[src/rtl/traffic_pkg.sv]
// Shared types and helpers for the intersection phase controller:
// phase encoding, BCD digit types and lamp decode.
package traffic_pkg;

    typedef logic [3:0] bcd_t;

    typedef struct packed {
        bcd_t tens;
        bcd_t ones;
    } bcd2_t;

    typedef enum logic [2:0] {
        NS_GO   = 3'd0,
        NS_WARN = 3'd1,
        CLR_A   = 3'd2,
        EW_GO   = 3'd3,
        EW_WARN = 3'd4,
        CLR_B   = 3'd5
    } phase_t;

    typedef struct packed {
        logic red;
        logic yellow;
        logic green;
    } lamp_t;

    typedef struct packed {
        lamp_t ns;
        lamp_t ew;
    } lamps_t;

    function automatic bcd2_t to_bcd2(input int value);
        bcd2_t r;
        r.tens = bcd_t'((value / 10) % 10);
        r.ones = bcd_t'(value % 10);
        return r;
    endfunction

    function automatic phase_t next_phase(input phase_t p);
        phase_t n;
        case (p)
            NS_GO:   n = NS_WARN;
            NS_WARN: n = CLR_A;
            CLR_A:   n = EW_GO;
            EW_GO:   n = EW_WARN;
            EW_WARN: n = CLR_B;
            default: n = NS_GO;
        endcase
        return n;
    endfunction

    // Any encoding outside the go/warn phases shows red both ways.
    function automatic lamps_t lamps_for(input phase_t p);
        lamps_t l;
        l = '0;
        case (p)
            NS_GO: begin
                l.ns.green = 1'b1;
                l.ew.red   = 1'b1;
            end
            NS_WARN: begin
                l.ns.yellow = 1'b1;
                l.ew.red    = 1'b1;
            end
            EW_GO: begin
                l.ns.red   = 1'b1;
                l.ew.green = 1'b1;
            end
            EW_WARN: begin
                l.ns.red    = 1'b1;
                l.ew.yellow = 1'b1;
            end
            default: begin
                l.ns.red = 1'b1;
                l.ew.red = 1'b1;
            end
        endcase
        return l;
    endfunction

endpackage

[src/rtl/traffic_phase_ctrl_if.sv]
// Signal bundle between the phase controller (master) and the
// lamp/display/button side (slave).
interface traffic_phase_ctrl_if;
    import traffic_pkg::*;

    logic ped_req;
    logic ns_red;
    logic ns_yellow;
    logic ns_green;
    logic ew_red;
    logic ew_yellow;
    logic ew_green;
    bcd_t cnt_tens;
    bcd_t cnt_ones;
    logic tick;

    modport master (
        input  ped_req,
        output ns_red, ns_yellow, ns_green,
        output ew_red, ew_yellow, ew_green,
        output cnt_tens, cnt_ones, tick
    );

    modport slave (
        output ped_req,
        input  ns_red, ns_yellow, ns_green,
        input  ew_red, ew_yellow, ew_green,
        input  cnt_tens, cnt_ones, tick
    );

endinterface

[src/rtl/bcd2_down_counter.sv]
// Two-digit BCD down counter with synchronous load (priority) and
// decrement enable; flags when the count reads 01.
module bcd2_down_counter
    import traffic_pkg::*;
#(
    parameter bcd2_t RST_VAL = '0
) (
    input  logic  clk,
    input  logic  rst,
    input  logic  load_i,
    input  bcd2_t load_val_i,
    input  logic  dec_i,
    output bcd_t  tens_o,
    output bcd_t  ones_o,
    output logic  is_one_o
);

    bcd2_t cnt_q;
    bcd2_t cnt_d;

    always_comb begin
        cnt_d = cnt_q;
        if (load_i) begin
            cnt_d = load_val_i;
        end else if (dec_i) begin
            if (cnt_q.ones == 4'd0) begin
                cnt_d.ones = 4'd9;
                cnt_d.tens = cnt_q.tens - 4'd1;
            end else begin
                cnt_d.ones = cnt_q.ones - 4'd1;
            end
        end
    end

    always_ff @(posedge clk) begin
        if (rst) begin
            cnt_q <= RST_VAL;
        end else begin
            cnt_q <= cnt_d;
        end
    end

    assign tens_o   = cnt_q.tens;
    assign ones_o   = cnt_q.ones;
    assign is_one_o = (cnt_q == 8'h01);

endmodule

[src/rtl/traffic_phase_ctrl.sv]
// Two-direction intersection sequencer with one-second prescaler and BCD
// countdown. Define TRAFFIC_PED_REQ_EN to build the pedestrian green cut.
module traffic_phase_ctrl
    import traffic_pkg::*;
#(
    parameter int TICK_DIV    = 50_000_000,
    parameter int GREEN_SEC   = 25,
    parameter int YELLOW_SEC  = 3,
    parameter int ALLRED_SEC  = 1,
    parameter int PED_MIN_SEC = 5
) (
    input  logic                 clk,
    input  logic                 rst,
    traffic_phase_ctrl_if.master bus
);

    localparam int unsigned      DIV_W       = $clog2(TICK_DIV);
    localparam logic [DIV_W-1:0] DIV_LAST    = DIV_W'(TICK_DIV - 1);
    localparam bcd2_t            GREEN_BCD   = to_bcd2(GREEN_SEC);
    localparam bcd2_t            YELLOW_BCD  = to_bcd2(YELLOW_SEC);
    localparam bcd2_t            ALLRED_BCD  = to_bcd2(ALLRED_SEC);
    localparam bcd2_t            PED_MIN_BCD = to_bcd2(PED_MIN_SEC);

    function automatic bcd2_t phase_dur(input phase_t p);
        bcd2_t d;
        case (p)
            NS_GO, EW_GO:     d = GREEN_BCD;
            NS_WARN, EW_WARN: d = YELLOW_BCD;
            default:          d = ALLRED_BCD;
        endcase
        return d;
    endfunction

    logic [DIV_W-1:0] div_cnt_q;
    logic [DIV_W-1:0] div_cnt_d;
    logic             tick_q;
    logic             tick_d;
    phase_t           state_q;
    phase_t           state_d;
    lamps_t           lamps_q;
    lamps_t           lamps_d;

    logic             cnt_load;
    bcd2_t            cnt_load_val;
    logic             cnt_dec;
    logic             cnt_is_one;
    bcd_t             cnt_tens;
    bcd_t             cnt_ones;
    bcd2_t            cnt_cur;
    logic             ped_cut;

    assign cnt_cur = '{tens: cnt_tens, ones: cnt_ones};

    // tick is registered so it is high exactly while div_cnt_q == TICK_DIV-1.
    always_comb begin
        div_cnt_d = (div_cnt_q == DIV_LAST) ? '0 : div_cnt_q + 1'b1;
        tick_d    = (div_cnt_d == DIV_LAST);
    end

    always_comb begin
        state_d      = state_q;
        cnt_load     = 1'b0;
        cnt_load_val = GREEN_BCD;
        cnt_dec      = 1'b0;
        if (tick_q) begin
            if (cnt_is_one) begin
                state_d      = next_phase(state_q);
                cnt_load     = 1'b1;
                cnt_load_val = phase_dur(state_d);
            end else if (ped_cut) begin
                cnt_load     = 1'b1;
                cnt_load_val = PED_MIN_BCD;
            end else begin
                cnt_dec = 1'b1;
            end
        end
        lamps_d = lamps_for(state_d);
    end

`ifdef TRAFFIC_PED_REQ_EN
    logic ped_latch_q;
    logic ped_latch_d;
    logic clr_entry;

    assign clr_entry = tick_q && cnt_is_one && (state_q == NS_WARN || state_q == EW_WARN);

    // A request arriving on the clearing edge survives and cuts the next green.
    always_comb begin
        ped_latch_d = ped_latch_q;
        if (clr_entry) begin
            ped_latch_d = 1'b0;
        end
        if (bus.ped_req) begin
            ped_latch_d = 1'b1;
        end
    end

    always_ff @(posedge clk) begin
        if (rst) begin
            ped_latch_q <= 1'b0;
        end else begin
            ped_latch_q <= ped_latch_d;
        end
    end

    assign ped_cut = ped_latch_q && (state_q == NS_GO || state_q == EW_GO)
                     && (cnt_cur > PED_MIN_BCD);
`else
    logic [8:0] ped_unused;

    assign ped_unused = {bus.ped_req, PED_MIN_BCD};
    assign ped_cut    = 1'b0;
`endif

    always_ff @(posedge clk) begin
        if (rst) begin
            div_cnt_q <= '0;
            tick_q    <= 1'b0;
            state_q   <= NS_GO;
            lamps_q   <= lamps_for(NS_GO);
        end else begin
            div_cnt_q <= div_cnt_d;
            tick_q    <= tick_d;
            state_q   <= state_d;
            lamps_q   <= lamps_d;
        end
    end

    bcd2_down_counter #(
        .RST_VAL (GREEN_BCD)
    ) u_count (
        .clk        (clk),
        .rst        (rst),
        .load_i     (cnt_load),
        .load_val_i (cnt_load_val),
        .dec_i      (cnt_dec),
        .tens_o     (cnt_tens),
        .ones_o     (cnt_ones),
        .is_one_o   (cnt_is_one)
    );

    assign bus.ns_red    = lamps_q.ns.red;
    assign bus.ns_yellow = lamps_q.ns.yellow;
    assign bus.ns_green  = lamps_q.ns.green;
    assign bus.ew_red    = lamps_q.ew.red;
    assign bus.ew_yellow = lamps_q.ew.yellow;
    assign bus.ew_green  = lamps_q.ew.green;
    assign bus.cnt_tens  = cnt_tens;
    assign bus.cnt_ones  = cnt_ones;
    assign bus.tick      = tick_q;

endmodule

[src/flat_wrapper.sv]
// flat-port wrapper written by rule: the top's interface ports become plain ports
module traffic_phase_ctrl_flat import traffic_pkg::*;
#(
    parameter int TICK_DIV    = 50_000_000,
    parameter int GREEN_SEC   = 25,
    parameter int YELLOW_SEC  = 3,
    parameter int ALLRED_SEC  = 1,
    parameter int PED_MIN_SEC = 5
)
  (clk, rst, bus_ped_req, bus_ns_red, bus_ns_yellow, bus_ns_green, bus_ew_red, bus_ew_yellow, bus_ew_green, bus_cnt_tens, bus_cnt_ones, bus_tick);
  traffic_phase_ctrl_if bus_i ();
  input  logic clk;
  input  logic rst;
  input wire logic [$bits(bus_i.ped_req)-1:0] bus_ped_req;
  output wire logic [$bits(bus_i.ns_red)-1:0] bus_ns_red;
  output wire logic [$bits(bus_i.ns_yellow)-1:0] bus_ns_yellow;
  output wire logic [$bits(bus_i.ns_green)-1:0] bus_ns_green;
  output wire logic [$bits(bus_i.ew_red)-1:0] bus_ew_red;
  output wire logic [$bits(bus_i.ew_yellow)-1:0] bus_ew_yellow;
  output wire logic [$bits(bus_i.ew_green)-1:0] bus_ew_green;
  output wire logic [$bits(bus_i.cnt_tens)-1:0] bus_cnt_tens;
  output wire logic [$bits(bus_i.cnt_ones)-1:0] bus_cnt_ones;
  output wire logic [$bits(bus_i.tick)-1:0] bus_tick;
  assign bus_i.ped_req = bus_ped_req;
  assign bus_ns_red = bus_i.ns_red;
  assign bus_ns_yellow = bus_i.ns_yellow;
  assign bus_ns_green = bus_i.ns_green;
  assign bus_ew_red = bus_i.ew_red;
  assign bus_ew_yellow = bus_i.ew_yellow;
  assign bus_ew_green = bus_i.ew_green;
  assign bus_cnt_tens = bus_i.cnt_tens;
  assign bus_cnt_ones = bus_i.cnt_ones;
  assign bus_tick = bus_i.tick;
  traffic_phase_ctrl #(.TICK_DIV(TICK_DIV), .GREEN_SEC(GREEN_SEC), .YELLOW_SEC(YELLOW_SEC), .ALLRED_SEC(ALLRED_SEC), .PED_MIN_SEC(PED_MIN_SEC)) u_core (.clk(clk), .rst(rst), .bus(bus_i));
endmodule
[config.mk]
export PLATFORM = sky130hd
export DESIGN_NAME = traffic_phase_ctrl_flat
export DESIGN_NICKNAME = d
export VERILOG_FILES = /design/src/rtl/traffic_pkg.sv /design/src/rtl/traffic_phase_ctrl_if.sv /design/src/rtl/bcd2_down_counter.sv /design/src/rtl/traffic_phase_ctrl.sv /design/src/flat_wrapper.sv
export SDC_FILE = /design/constraint.sdc
export NUM_CORES = 1
export LEC_CHECK = 0
export CORE_UTILIZATION = 58
export CTS_CLUSTER_SIZE = 24
export DETAILED_ROUTE_END_ITERATION = 6
export GPL_TIMING_DRIVEN = 0
export PLACE_DENSITY = 0.88
export SYNTH_ARGS = -nofsm -noshare
export SYNTH_HDL_FRONTEND = slang
export SYNTH_HIERARCHICAL = 1
export SYNTH_SLANG_ARGS = --single-unit
export TNS_END_PERCENT = 30
[constraint.sdc]
create_clock -name clk -period 3.2 [get_ports clk]
set_clock_uncertainty 0.15 [all_clocks]
set_input_delay 0.96 -clock clk [delete_from_list [all_inputs] [get_ports clk]]
set_output_delay 0.96 -clock clk [all_outputs]
set_load 0.005 [all_outputs]
== Word-level counts from Yosys, hierarchy flattened ==
Index checks and enable logic that the tools add are counted.

* Add/sub/neg operators: 3
* Equal/unequal tests: 13
* Mux-type cells: 23
* Reduce and logical (&&, ||, !) cells: 11

{| class="wikitable"
|+ Operators with widths
! kind !! count
|-
| 26-bit equality test (second input constant) || 2
|-
| 26-bit by 1-bit adder with 26-bit output (second input constant) || 1
|-
| 26-bit 2-to-1 mux || 1
|-
| 8-bit 2-to-1 mux || 3
|-
| 3-bit one-hot mux with 5 select lines || 1
|-
| 3-bit by 2-bit equality test with 1-bit output (second input constant) || 4
|-
| 3-bit 2-to-1 mux || 4
|-
| 6-bit one-hot mux with 2 select lines || 1
|-
| 1-bit 2-to-1 mux || 10
|-
| 3-bit by 1-bit equality test with 1-bit output (second input constant) || 3
|-
| 3-bit equality test (second input constant) || 3
|-
| 3-bit zero test || 3
|-
| 8-bit by 1-bit equality test with 1-bit output (second input constant) || 1
|-
| 4-bit 2-to-1 mux || 2
|-
| 2-bit OR reduction || 4
|-
| 4-bit by 1-bit subtractor with 4-bit output (second input constant) || 2
|-
| 6-bit 2-to-1 mux || 1
|-
| 4-bit zero test || 1
|-
| 2-bit nonzero test || 2
|-
| 2-bit AND reduction || 1
|}

* Bits in registers: 44
* Bits of input ports: 3
* Output and inout bits: 15
* Logic and storage cells: 61

== Longest topological paths before layout ==
Gate-level depths: netlist of run 1.

* Depth after elaboration: 10
* Gate-level depth with buffers: 10
* Gate-level depth less buffers: 10

== Hierarchy ==
The synthesis of run 1 kept the hierarchy.

{| class="wikitable"
|+ By module, submodules not included
! module !! times used !! cells each !! area an instance (um2) !! seq. area each (um2)
|-
| traffic_phase_ctrl || 1 || 222 || 1858.0 || 720.7
|-
| bcd2_down_counter || 1 || 54 || 457.9 || 160.2
|}

== Worst setup path before layout of run 1 ==
No wires, ideal clock.

* Path kind: flip-flop to flip-flop
* Start point: register u_core.u_count.cnt_q (netlist bit u_core/u_count/ones_o[1])
* End point: register u_core.lamps_q (netlist bit u_core/bus.ns_green)
* Library setup time: 115 ps
* Arrival: 1972 ps
* Required time: 2935 ps
* Slack: 963 ps
* Stages on the path, launching flop included: 9
* Path buffers: 0
* Period minus slack after synthesis: 2237 ps
* Path through: dfxtp_1 > or4_4 > nor3_1 > nand2_1 > nor3b_1 > nor2_1 > a211oi_1 > or2_2 > nor2_1

* Word-level cells in the longest chain between the ends: 5

{| class="wikitable"
|+ RTL lines
! element !! RTL line !! RTL
|-
| start: declaration || bcd2_down_counter.sv:18 || <nowiki>bcd2_t cnt_q;</nowiki>
|-
| start signal: assignment || bcd2_down_counter.sv:39 || <nowiki>cnt_q <= cnt_d;</nowiki>
|-
| 8-bit by 1-bit equality test with 1-bit output || bcd2_down_counter.sv:45 || <nowiki>assign is_one_o = (cnt_q == 8'h01);</nowiki>
|-
| net u_core.cnt_is_one || traffic_phase_ctrl.sv:46 || <nowiki>logic cnt_is_one;</nowiki>
|-
| 3-bit 2-to-1 mux || traffic_phase_ctrl.sv:66 || <nowiki>if (cnt_is_one) begin</nowiki>
|-
| 3-bit 2-to-1 mux || traffic_phase_ctrl.sv:65 || <nowiki>if (tick_q) begin</nowiki>
|-
| 3-bit zero test || traffic_pkg.sv:56 || <nowiki>case (p)</nowiki>
|-
| 1-bit 2-to-1 mux || traffic_pkg.sv:56 ||
|-
| end signal: assignment || traffic_phase_ctrl.sv:120 || <nowiki>lamps_q <= lamps_for(NS_GO);</nowiki>
|-
| end signal: assignment || traffic_phase_ctrl.sv:125 || <nowiki>lamps_q <= lamps_d;</nowiki>
|-
| end: declaration || traffic_phase_ctrl.sv:40 || <nowiki>lamps_t lamps_q;</nowiki>
|}

The timed path passes the listed nets, and every way through them passes these cells.
A chain may end at the register's enable or synchronous reset.

== Worst setup path after layout of run 1 ==
* Start point: register u_core.u_count.cnt_q (netlist bit u_core/u_count/ones_o[1])
* End point: register u_core.u_count.cnt_q (netlist bit u_core/u_count/ones_o[2])

* Word-level cells in the longest chain between the ends: 4
* Elaborated cells on any way between the ends: 13
* Classes of those cells: add/sub (1); eq/ne (1); mux (9); reduce/logical (2)

{| class="wikitable"
|+ RTL lines
! element !! RTL line !! RTL
|-
| 8-bit by 1-bit equality test with 1-bit output (*) || bcd2_down_counter.sv:45 ||
|-
| net u_core.cnt_is_one || traffic_phase_ctrl.sv:46 ||
|-
| 1-bit 2-to-1 mux (*) || traffic_phase_ctrl.sv:66 ||
|-
| 1-bit 2-to-1 mux (*) || traffic_phase_ctrl.sv:65 ||
|-
| net u_core.cnt_load || traffic_phase_ctrl.sv:43 || <nowiki>logic cnt_load;</nowiki>
|-
| 8-bit 2-to-1 mux or 2-bit nonzero test (tied branches) || - ||
|}

The timed path passes the listed nets; every way through them passes the cells marked *. The select of a mux whose other input is x is not followed.

==> flow_summary_export.csv, run 1 <==
group,metric,value,unit
outcome,status,"complete, no violations",
yosys,ys_async_sr_fraction,0,%
detailed_routing,ant_nets,0,
placement,place_congestion,0.823,
yosys,synth_area_leaders,"dfxtp_1, nor2_1, xor2_1",
timing,rsz0062_at_grt,"no",
detailed_routing,drt_iter0_markers,150,
clock_network,cts_resized,0,
timing,slew_headroom,53.5,%
die,fp.dieH,65.2,um
clock_network,post_cts_buffers,0,
placement,dp_slack,0.379,ns
layout,drive_gt1_share,10.2,%
worst_setup_path,reg2regPathDepth,8,
die,rows,22,
detailed_routing,wl_per_cell,13.4,um
yosys,syn_area,0.00232,sq mm
clock_network,root_buffer,"clkbuf_8",
layout,fill_cells,303,
yosys,yosysSeqAreaShare,38.0,%
timing,setup_ws,0.673,ns
die,io_pins,18,
yosys,ys_warn_count,6,
run,maxCapViolCount,0,
yosys,synthTopCellsByCount,"nor2_1, dfxtp_1, nand2_1",
power_and_ir_drop,p_leak,0.966,nW
layout,final_nets,308,
placement,dp.cells,343,
layout,syn_to_final_growth,14.0,%
clock_network,clock_sinks,44,
yosys,synth_edf_count,0,
worst_setup_path,reg2reg_from,"u_core/u_count/ones_o[1]",
yosys,ys_ff_latch,44,
worst_hold_path,min_path_type,"flip-flop to flip-flop",
worst_setup_path,cp.arrival,2.53,ns
placement,port_buffers,16,
worst_setup_path,required,3.20,ns
timing,setup_violations,0,
clock_network,clk-insertion-delay-late,0.30,ns
worst_setup_path,crit_chain,"or4_4 > nor3_1 > nand2_1 > inv_1 > clkbuf_1 > inv_2 > nand3_1 > o311ai_0",
clock_network,cts.clk_slew.worst_paths,0.09,ns
timing,tns,0,ns
yosys,synth_top_area_share,38.0,%
placement,hpwl,3370,um
worst_setup_path,crit_type,"flip-flop to flip-flop",
detailed_routing,drt_first_pass_iters,4,
detailed_routing,wl,4700,um
layout,fin_area,0.00264,sq mm
power_and_ir_drop,ir_worst_vdd,0.302,mV
yosys,yosysTopAreaCell,"dfxtp_1",
worst_setup_path,crit_start,"u_core/u_count/ones_o[1]",
clock_network,cts_tree,"built",
yosys,synth_area_per_cell,8.39,sq um
die,core,0.00374,sq mm
worst_setup_path,start_kind,"flip-flop",
worst_setup_path,worstSetupEndpoint,"u_core/u_count/ones_o[2]",
yosys,synthDistinctLibCells,53,
global_route,grt_pass1_wl,8020,um
clock_network,cts_buffers,5,
timing,final_max_slew_viol_count,0,
global_route,overflow,0,
die,die_w,65.2,um
die,dieArea,0.00425,sq mm
timing,finalCriticalPeriod,2.53,ns
worst_setup_path,cp_slowest_stage_delay,0.53,ns
detailed_routing,drc_errors,0,
yosys,yosysMostFrequentCell,"nor2_1",
timing,hold_viol,0,
placement,placedInstanceArea,0.00255,sq mm
timing,max_freq,396,MHz
worst_setup_path,rrSetupSlack,0.67,ns
worst_setup_path,slowest_stage,"or4_4",
global_route,antenna_found_initial,0,
timing,finalCritPeriodShare,79.0,%
timing,worst_pin_slew,0.697,ns
detailed_routing,vias_per_cell,5.75,
global_route,grt_pass1_vias,1808,
global_route,grt_max_degree,16,
layout,diodes,0,
detailed_routing,vias,2019,
worst_setup_path,r2r_end,"u_core/u_count/ones_o[2]",
worst_setup_path,crit_fanout,10,
layout,instances_no_fill,351,
clock_network,h-tree-depth,2,
die,start_util,61.9,%
yosys,syn-instance-count,276,
clock_network,clk_path_buf_depth,2,
yosys,synth_ff_type,"dfxtp_1",
layout,postLayoutCoreUtil,70.5,%
worst_setup_path,critPathCaptureType,"flip-flop",
power_and_ir_drop,pwr_density_cell,352,mW/mm^2
clock_network,cts_hold_buf,0,
global_route,grt_use_total,24.3,%
## logic make-up (layout without fill, tap and decap cells)
| family | after synthesis | in the layout | synth area share [%] |
|---|---|---|---|
| AO/OA/AOI/OAI | 36 | 36 | 11.2 |
| XOR/XNOR | 29 | 29 | 11.0 |
| adder cells (fa/ha/maj) | 3 | 3 | 1.62 |
| buffers and inverters | 28 | 52 | 5.24 |
| flip-flops | 44 | 44 | 38.0 |
| multiplexers | 1 | 1 | 0.432 |
| other | 2 | 5 | 0.324 |
| AND/OR/NAND/NOR | 133 | 133 | 32.1 |
## cell type report
class                   instances  area [sq um]  area share, %
multi-input cells             207          1330           50.2
well taps                      48          60.1           2.27
plain buffers                  16          76.3           2.89
inverters                      12          45.0           1.71
clock inverters                 3          23.8          0.900
flip-flops and latches         44           881           33.4
repair buffers                 16           160           6.07
clock buffers                   5          68.8           2.61
## layer usage
| layer | vias to the layer above | part of all wire [%] | GRT usage [%] |
|---|---|---|---|
| met5 | - | 0 | 0 |
| met4 | 0 | 0.49 | 8.97 |
| met3 | 2 | 4.0 | 6.77 |
| met1 | 952 | 45 | 29.6 |
| li1 | 1011 | - | - |
| met2 | 54 | 50 | 40.6 |
## registers in the layout, summed over array words and instances, names as in the netlist
signal	count
u_core/u_count/ones_o	4
u_core/bus.ns_yellow	1
u_core/bus.ns_red	1
u_core/bus.tick	1
u_core/bus.ns_green	1
u_core/state_q	3
u_core/u_count/tens_o	4
u_core/bus.ew_yellow	1
u_core/div_cnt_q	26
u_core/bus.ew_green	1
u_core/bus.ew_red	1
## stage by stage
stage | hold slack (ns) | power (mW)
after floorplan | 0.291 | 0.581
after global placement | 0.312 | 0.588
after detailed placement | 0.322 | 0.589
after CTS | 0.342 | 0.941
after global routing | 0.357 | 0.976
final | 0.336 | 0.929
## power breakdown
group          internal, mW  leakage, nW  total, mW  switching (mW)
registers             0.550        0.355      0.553         0.00256
clock network         0.155       0.0404      0.353           0.198
logic               0.00752        0.571     0.0234          0.0159
total                 0.712        0.966      0.929           0.217
## worst max-delay path, delay by kind of cell (launching register included)
family / cells / cell delay, ns
simple gates: 4 / 1.18
flops: 1 / 0.36
buf+inv: 3 / 0.56
compound gates: 1 / 0.13
## cell usage in the layout (no fill, tap or decap), drive strengths merged, types with 2 or more instances in the layout
cell	n
nor2b	3
conb	5
nand2	22
a311oi	3
dfxtp	44
clkdlybuf4s50	16
or3	2
o32ai	2
nor3	7
clkinvlp	2
inv	12
ha	3
xor2	15
nand4b	2
buf	11
nand4	10
nand2b	2
nor2	49
a21oi	9
xnor2	14
and3	6
a211oi	5
o21ai	3
nor4b	4
or2	3
nor3b	2
clkbuf	10
o211ai	3
nor4	7
nand3	11
## worst min path at each step
stage	slack, ns	end	start	depth (start not counted)
6_report	0.34	u_core/div_cnt_q[0]	u_core/div_cnt_q[0]	1
2_1_floorplan	0.29	u_core/div_cnt_q[0]	u_core/div_cnt_q[0]	1
4_1_cts	0.34	u_core/div_cnt_q[0]	u_core/div_cnt_q[0]	1
3_5_place_dp	0.32	u_core/div_cnt_q[0]	u_core/div_cnt_q[0]	1
3_3_place_gp	0.31	u_core/div_cnt_q[0]	u_core/div_cnt_q[0]	1
5_1_grt	0.36	u_core/div_cnt_q[0]	u_core/div_cnt_q[0]	1
Note: power is estimated with default switching activity, not from simulation.
==> inputs of run 2 (changes only) <==
==> constraint.sdc (replaced) <==
create_clock -name clk -period 2.6 [get_ports clk]
set_clock_uncertainty 0.15 [all_clocks]
set_input_delay 0.78 -clock clk [delete_from_list [all_inputs] [get_ports clk]]
set_output_delay 0.78 -clock clk [all_outputs]
set_load 0.005 [all_outputs]
==> flow_summary_export.csv, run 2 (synthesized netlist as in run 1, its figures left out) <==
group,metric,value,unit
timing,rsz0062_at_grt,"no",
detailed_routing,drt_iter0_markers,123,
placement,hpwl,3370,um
worst_setup_path,slowest_stage,"or4_4",
layout,final_cell_mix,"nor2_1, dfxtp_1, nand2_1",
placement,port_buffers,16,
global_route,grt_pass1_vias,1808,
clock_network,cts_buffers,5,
clock_network,clock_sinks,44,
layout,final_common_cell,"nor2_1",
placement,place_congestion,0.823,
die,start_util,61.9,%
layout,diodes,0,
worst_setup_path,cp.arrival,2.52,ns
detailed_routing,ant_nets,0,
global_route,grt_pass1_wl,8020,um
global_route,overflow,0,
power_and_ir_drop,power,1.14,mW
layout,postLayoutCoreUtil,70.8,%
clock_network,clk-insertion-delay-late,0.30,ns
detailed_routing,wl_per_cell,13.5,um
layout,syn_to_final_growth,14.4,%
die,fp.dieH,65.2,um
detailed_routing,wl,4730,um
worst_setup_path,crit_chain,"or4_4 > nor3_1 > nand2_2 > o21ai_0 > a21oi_1 > or2_2 > nor2_1",
timing,finalCritPeriodShare,93.4,%
timing,setup_ws,0.172,ns
placement,dp_slack,-0.0411,ns
worst_hold_path,min_path_type,"flip-flop to flip-flop",
worst_setup_path,cp_slowest_stage_delay,0.53,ns
die,dieArea,0.00425,sq mm
die,io_pins,18,
worst_setup_path,start_kind,"flip-flop",
layout,fill_cells,301,
clock_network,cts.clk_slew.worst_paths,0.09,ns
worst_setup_path,crit_fanout,9,
clock_network,h-tree-depth,2,
timing,hold_viol,0,
run,maxCapViolCount,0,
timing,finalCriticalPeriod,2.43,ns
layout,final_nets,308,
layout,largest-register,"u_core/div_cnt_q",
die,rows,22,
timing,slew_headroom,53.5,%
worst_setup_path,critPathCaptureType,"flip-flop",
detailed_routing,drc_errors,0,
power_and_ir_drop,p_leak,0.971,nW
timing,hold_ws,0.335,ns
global_route,grt_max_degree,16,
die,core,0.00374,sq mm
worst_setup_path,required,2.69,ns
clock_network,clk_path_buf_depth,2,
layout,multi_input_area,0.00133,sq mm
layout,largest_register_ffs,26,
global_route,grt_use_total,24.3,%
power_and_ir_drop,ir_worst_vdd,0.373,mV
worst_setup_path,path_buf_inv,0,
clock_network,cts_tree,"built",
die,die_w,65.2,um
timing,max_freq,412,MHz
clock_network,root_buffer,"clkbuf_8",
worst_setup_path,crit_type,"flip-flop to flip-flop",
power_and_ir_drop,pwr_density_cell,432,mW/mm^2
detailed_routing,vias_per_cell,5.72,
layout,drive_gt1_share,11.2,%
detailed_routing,drt_first_pass_iters,4,
detailed_routing,vias,2007,
timing,worst_pin_slew,0.697,ns
layout,regArea,881,sq um
worst_setup_path,critical-path-top-delay-family,"simple AND/OR/NAND/NOR gates",
timing,setup_violations,0,
global_route,antenna_found_initial,0,
outcome,status,"complete, no violations",
timing,final_max_slew_viol_count,0,
[run 2: what timing repair did]
item,in CTS,in global routing
setup buffers,0,0
hold buffers,0,0
setup endpoints to repair,0,5
endpoints found under the hold margin,0,0
resized for setup,0,4
[run 2: worst reg2reg max path, delay by kind of cell, from the launching register on]
| family | cells | cell delay (ns) |
|---|---|---|
| flip-flops | 1 | 0.36 |
| AND/OR/NAND/NOR | 5 | 1.47 |
| AO/OA/AOI/OAI | 2 | 0.38 |
[run 2: power by group]
part | internal (mW) | total [mW] | switching [mW]
clock | 0.190 | 0.434 | 0.244
sequential | 0.677 | 0.680 | 0.00314
combinational | 0.00926 | 0.0289 | 0.0197
[run 2: final timing paths]
check / start / end / slack [ns] / cells after the start
setup reg to reg: u_core/u_count/ones_o[1] / u_core/bus.ns_green / 0.17 / 7
setup / recovery: u_core/u_count/ones_o[1] / u_core/bus.ns_green / 0.17 / 7
hold / removal: u_core/div_cnt_q[0] / u_core/div_cnt_q[0] / 0.33 / 1
hold reg to reg: u_core/div_cnt_q[0] / u_core/div_cnt_q[0] / 0.33 / 1
[run 2: layer usage]
| layer | up-vias | share of wire, % | GRT usage (%) |
|---|---|---|---|
| li1 | 1012 | - | - |
| met1 | 943 | 46 | 29.6 |
| met2 | 48 | 50 | 40.6 |
| met3 | 4 | 3.7 | 6.77 |
| met4 | 0 | 0.85 | 8.97 |
| met5 | - | 0 | 0 |
[run 2: metrics by stage]
step	cell area [sq um]	std cells	TNS, ns
after floorplan	2330	279	0
after global placement	2550	343	-0.0160
after detailed placement	2550	343	-0.0411
after CTS	2640	351	0
after global routing	2650	351	0
final	2650	351	0
[run 2: cell type report]
class | count | share of cell area (%)
plain buffers | 16 | 2.93
clock buffers | 5 | 2.60
clock inverters | 3 | 0.897
inverters | 12 | 1.70
multi-input cells | 207 | 50.3
flip-flops and latches | 44 | 33.3
well taps | 48 | 2.27
repair buffers | 16 | 6.05
==> inputs of run 3 (changes only) <==
--- a/config.mk
+++ b/config.mk
@@ -5,11 +5,11 @@
 export SDC_FILE = /design/constraint.sdc
 export NUM_CORES = 1
 export LEC_CHECK = 0
-export CORE_UTILIZATION = 58
+export CORE_UTILIZATION = 50
 export CTS_CLUSTER_SIZE = 24
 export DETAILED_ROUTE_END_ITERATION = 6
 export GPL_TIMING_DRIVEN = 0
-export PLACE_DENSITY = 0.88
+export PLACE_DENSITY = 0.79
 export SYNTH_ARGS = -nofsm -noshare
 export SYNTH_HDL_FRONTEND = slang
 export SYNTH_HIERARCHICAL = 1
==> constraint.sdc (replaced) <==
create_clock -name clk -period 2.6 [get_ports clk]
set_clock_uncertainty 0.15 [all_clocks]
set_input_delay 0.26 -clock clk [delete_from_list [all_inputs] [get_ports clk]]
set_output_delay 0.26 -clock clk [all_outputs]
set_load 0.005 [all_outputs]
==> flow_summary_export.csv, run 3 (synthesized netlist as in run 1, its figures left out) <==
group,metric,value,unit
layout,largest-register,"u_core/div_cnt_q",
global_route,grt_pass1_wl,8180,um
detailed_routing,wl_per_cell,12.9,um
layout,syn_to_final_growth,15.6,%
timing,setup_violations,0,
worst_setup_path,crit_fanout,9,
detailed_routing,drt_first_pass_iters,4,
die,fp.dieH,70.1,um
detailed_routing,vias_per_cell,5.57,
power_and_ir_drop,p_int,970,uW
detailed_routing,vias,1978,
clock_network,h-tree-depth,2,
power_and_ir_drop,p_seq_share,55.3,%
clock_network,cts_buffers,5,
die,dieArea,0.00491,sq mm
global_route,grt_use_total,20.8,%
die,rows,24,
clock_network,cts_tree,"built",
layout,largest_register_ffs,26,
global_route,grt_max_degree,15,
power_and_ir_drop,p_leak,0.981,nW
timing,finalCriticalPeriod,2.39,ns
global_route,grt_pass1_vias,1880,
timing,setup_ws,0.206,ns
layout,final_cell_mix,"nor2_1, dfxtp_1, nand2_1",
worst_hold_path,min_path_type,"flip-flop to flip-flop",
die,start_util,52.5,%
worst_hold_path,worstHoldPathCells,1,
detailed_routing,wl,4590,um
clock_network,cts.clk_slew.worst_paths,0.09,ns
run,maxCapViolCount,0,
placement,hpwl,3320,um
outcome,status,"complete, no violations",
worst_setup_path,reg2regPathDepth,8,
clock_network,clk_path_buf_depth,2,
timing,max_freq,418,MHz
power_and_ir_drop,pwr_density_cell,460,mW/mm^2
layout,drive_gt1_share,11.2,%
power_and_ir_drop,ir_worst_vdd,0.231,mV
worst_setup_path,crit_start,"u_core/u_count/ones_o[1]",
global_route,antenna_found_initial,0,
placement,port_buffers,16,
timing,slew_headroom,67.6,%
die,core,0.00441,sq mm
clock_network,root_buffer,"clkbuf_8",
timing,worst_pin_slew,0.480,ns
layout,postLayoutCoreUtil,60.6,%
power_and_ir_drop,switching_share,21.1,%
die,io_pins,18,
power_and_ir_drop,switchingPower,260,uW
worst_setup_path,reg2reg_from,"u_core/u_count/ones_o[1]",
layout,diodes,0,
timing,tns,0,ns
global_route,overflow,0,
clock_network,clock_sinks,44,
detailed_routing,drc_errors,0,
die,die_w,70.1,um
detailed_routing,drt_iter0_markers,122,
timing,final_max_slew_viol_count,0,
placement,place_congestion,0.844,
worst_setup_path,cp.arrival,2.45,ns
worst_setup_path,required,2.65,ns
worst_setup_path,crit_type,"flip-flop to flip-flop",
timing,hold_viol,0,
power_and_ir_drop,p_clk_share,42.4,%
clock_network,clk-insertion-delay-late,0.30,ns
layout,final_nets,308,
layout,final_common_cell,"nor2_1",
worst_setup_path,start_kind,"flip-flop",
timing,rsz0062_at_grt,"no",
power_and_ir_drop,combPwrFrac,2.3,%
worst_setup_path,critPathCaptureType,"flip-flop",
worst_hold_path,hp-start,"u_core/div_cnt_q[0]",
placement,dp_slack,0.0833,ns
timing,finalCritPeriodShare,92.1,%
detailed_routing,ant_nets,0,
==> run 3: timing repair <==
item                                    4_1_cts  5_1_grt
resized for setup                             0        3
buffers inserted                              0        0
endpoints found under the setup margin        0        7
hold buffers                                  0        0
==> run 3: power groups by stage <==
stage	Sequential (mW)	Combinational [mW]	Clock (mW)
floorplan	0.696	0.0200	0
global placement	0.696	0.0279	0
detailed placement	0.696	0.0279	0
CTS	0.680	0.0281	0.537
global route	0.681	0.0322	0.573
finish	0.680	0.0281	0.522
==> run 3: routing by layer <==
layer	global-route usage (%)	routed length, um	up-vias
met5	0	0	-
met4	7.33	40	0
met3	5.63	144	4
met2	35.5	2280	33
met1	25.2	2130	929
li1	-	-	1012
==> run 3: per-stage QoR <==
| stage | std cells | cell area (sq um) | power (mW) | hold slack [ns] |
|---|---|---|---|---|
| detailed placement | 347 | 2550 | 0.724 | 0.325 |
| floorplan | 279 | 2330 | 0.716 | 0.190 |
| finish | 355 | 2680 | 1.23 | 0.347 |
| CTS | 355 | 2660 | 1.25 | 0.346 |
| global placement | 347 | 2550 | 0.724 | 0.310 |
| global route | 355 | 2680 | 1.29 | 0.360 |
==> run 3: area by class of cell <==
| class | instances | area (sq um) |
|---|---|---|
| plain buffers | 16 | 76.3 |
| flip-flops and latches | 44 | 881 |
| well taps | 52 | 65.1 |
| clock inverters | 3 | 42.5 |
| multi-input cells | 207 | 1340 |
| fillers | 407 | 1740 |
| repair buffers | 16 | 160 |
| clock buffers | 5 | 68.8 |
| inverters | 12 | 45.0 |
==> run 3: worst max-delay path, stage by stage (launching register included) <==
cell      delay, ns
dfxtp_1        0.37
or4_4          0.54
nor3_2         0.25
nand2_2        0.17
nor3b_1        0.28
nor2_1         0.07
a211oi_1       0.26
or2_2          0.17
nor2_1         0.04
==> run 3: worst paths after layout <==
path,slack (ns),end
hold / removal,0.35,u_core/div_cnt_q[0]
setup reg to reg,0.21,u_core/bus.ns_green
hold reg to reg,0.35,u_core/div_cnt_q[0]
setup / recovery,0.21,u_core/bus.ns_green
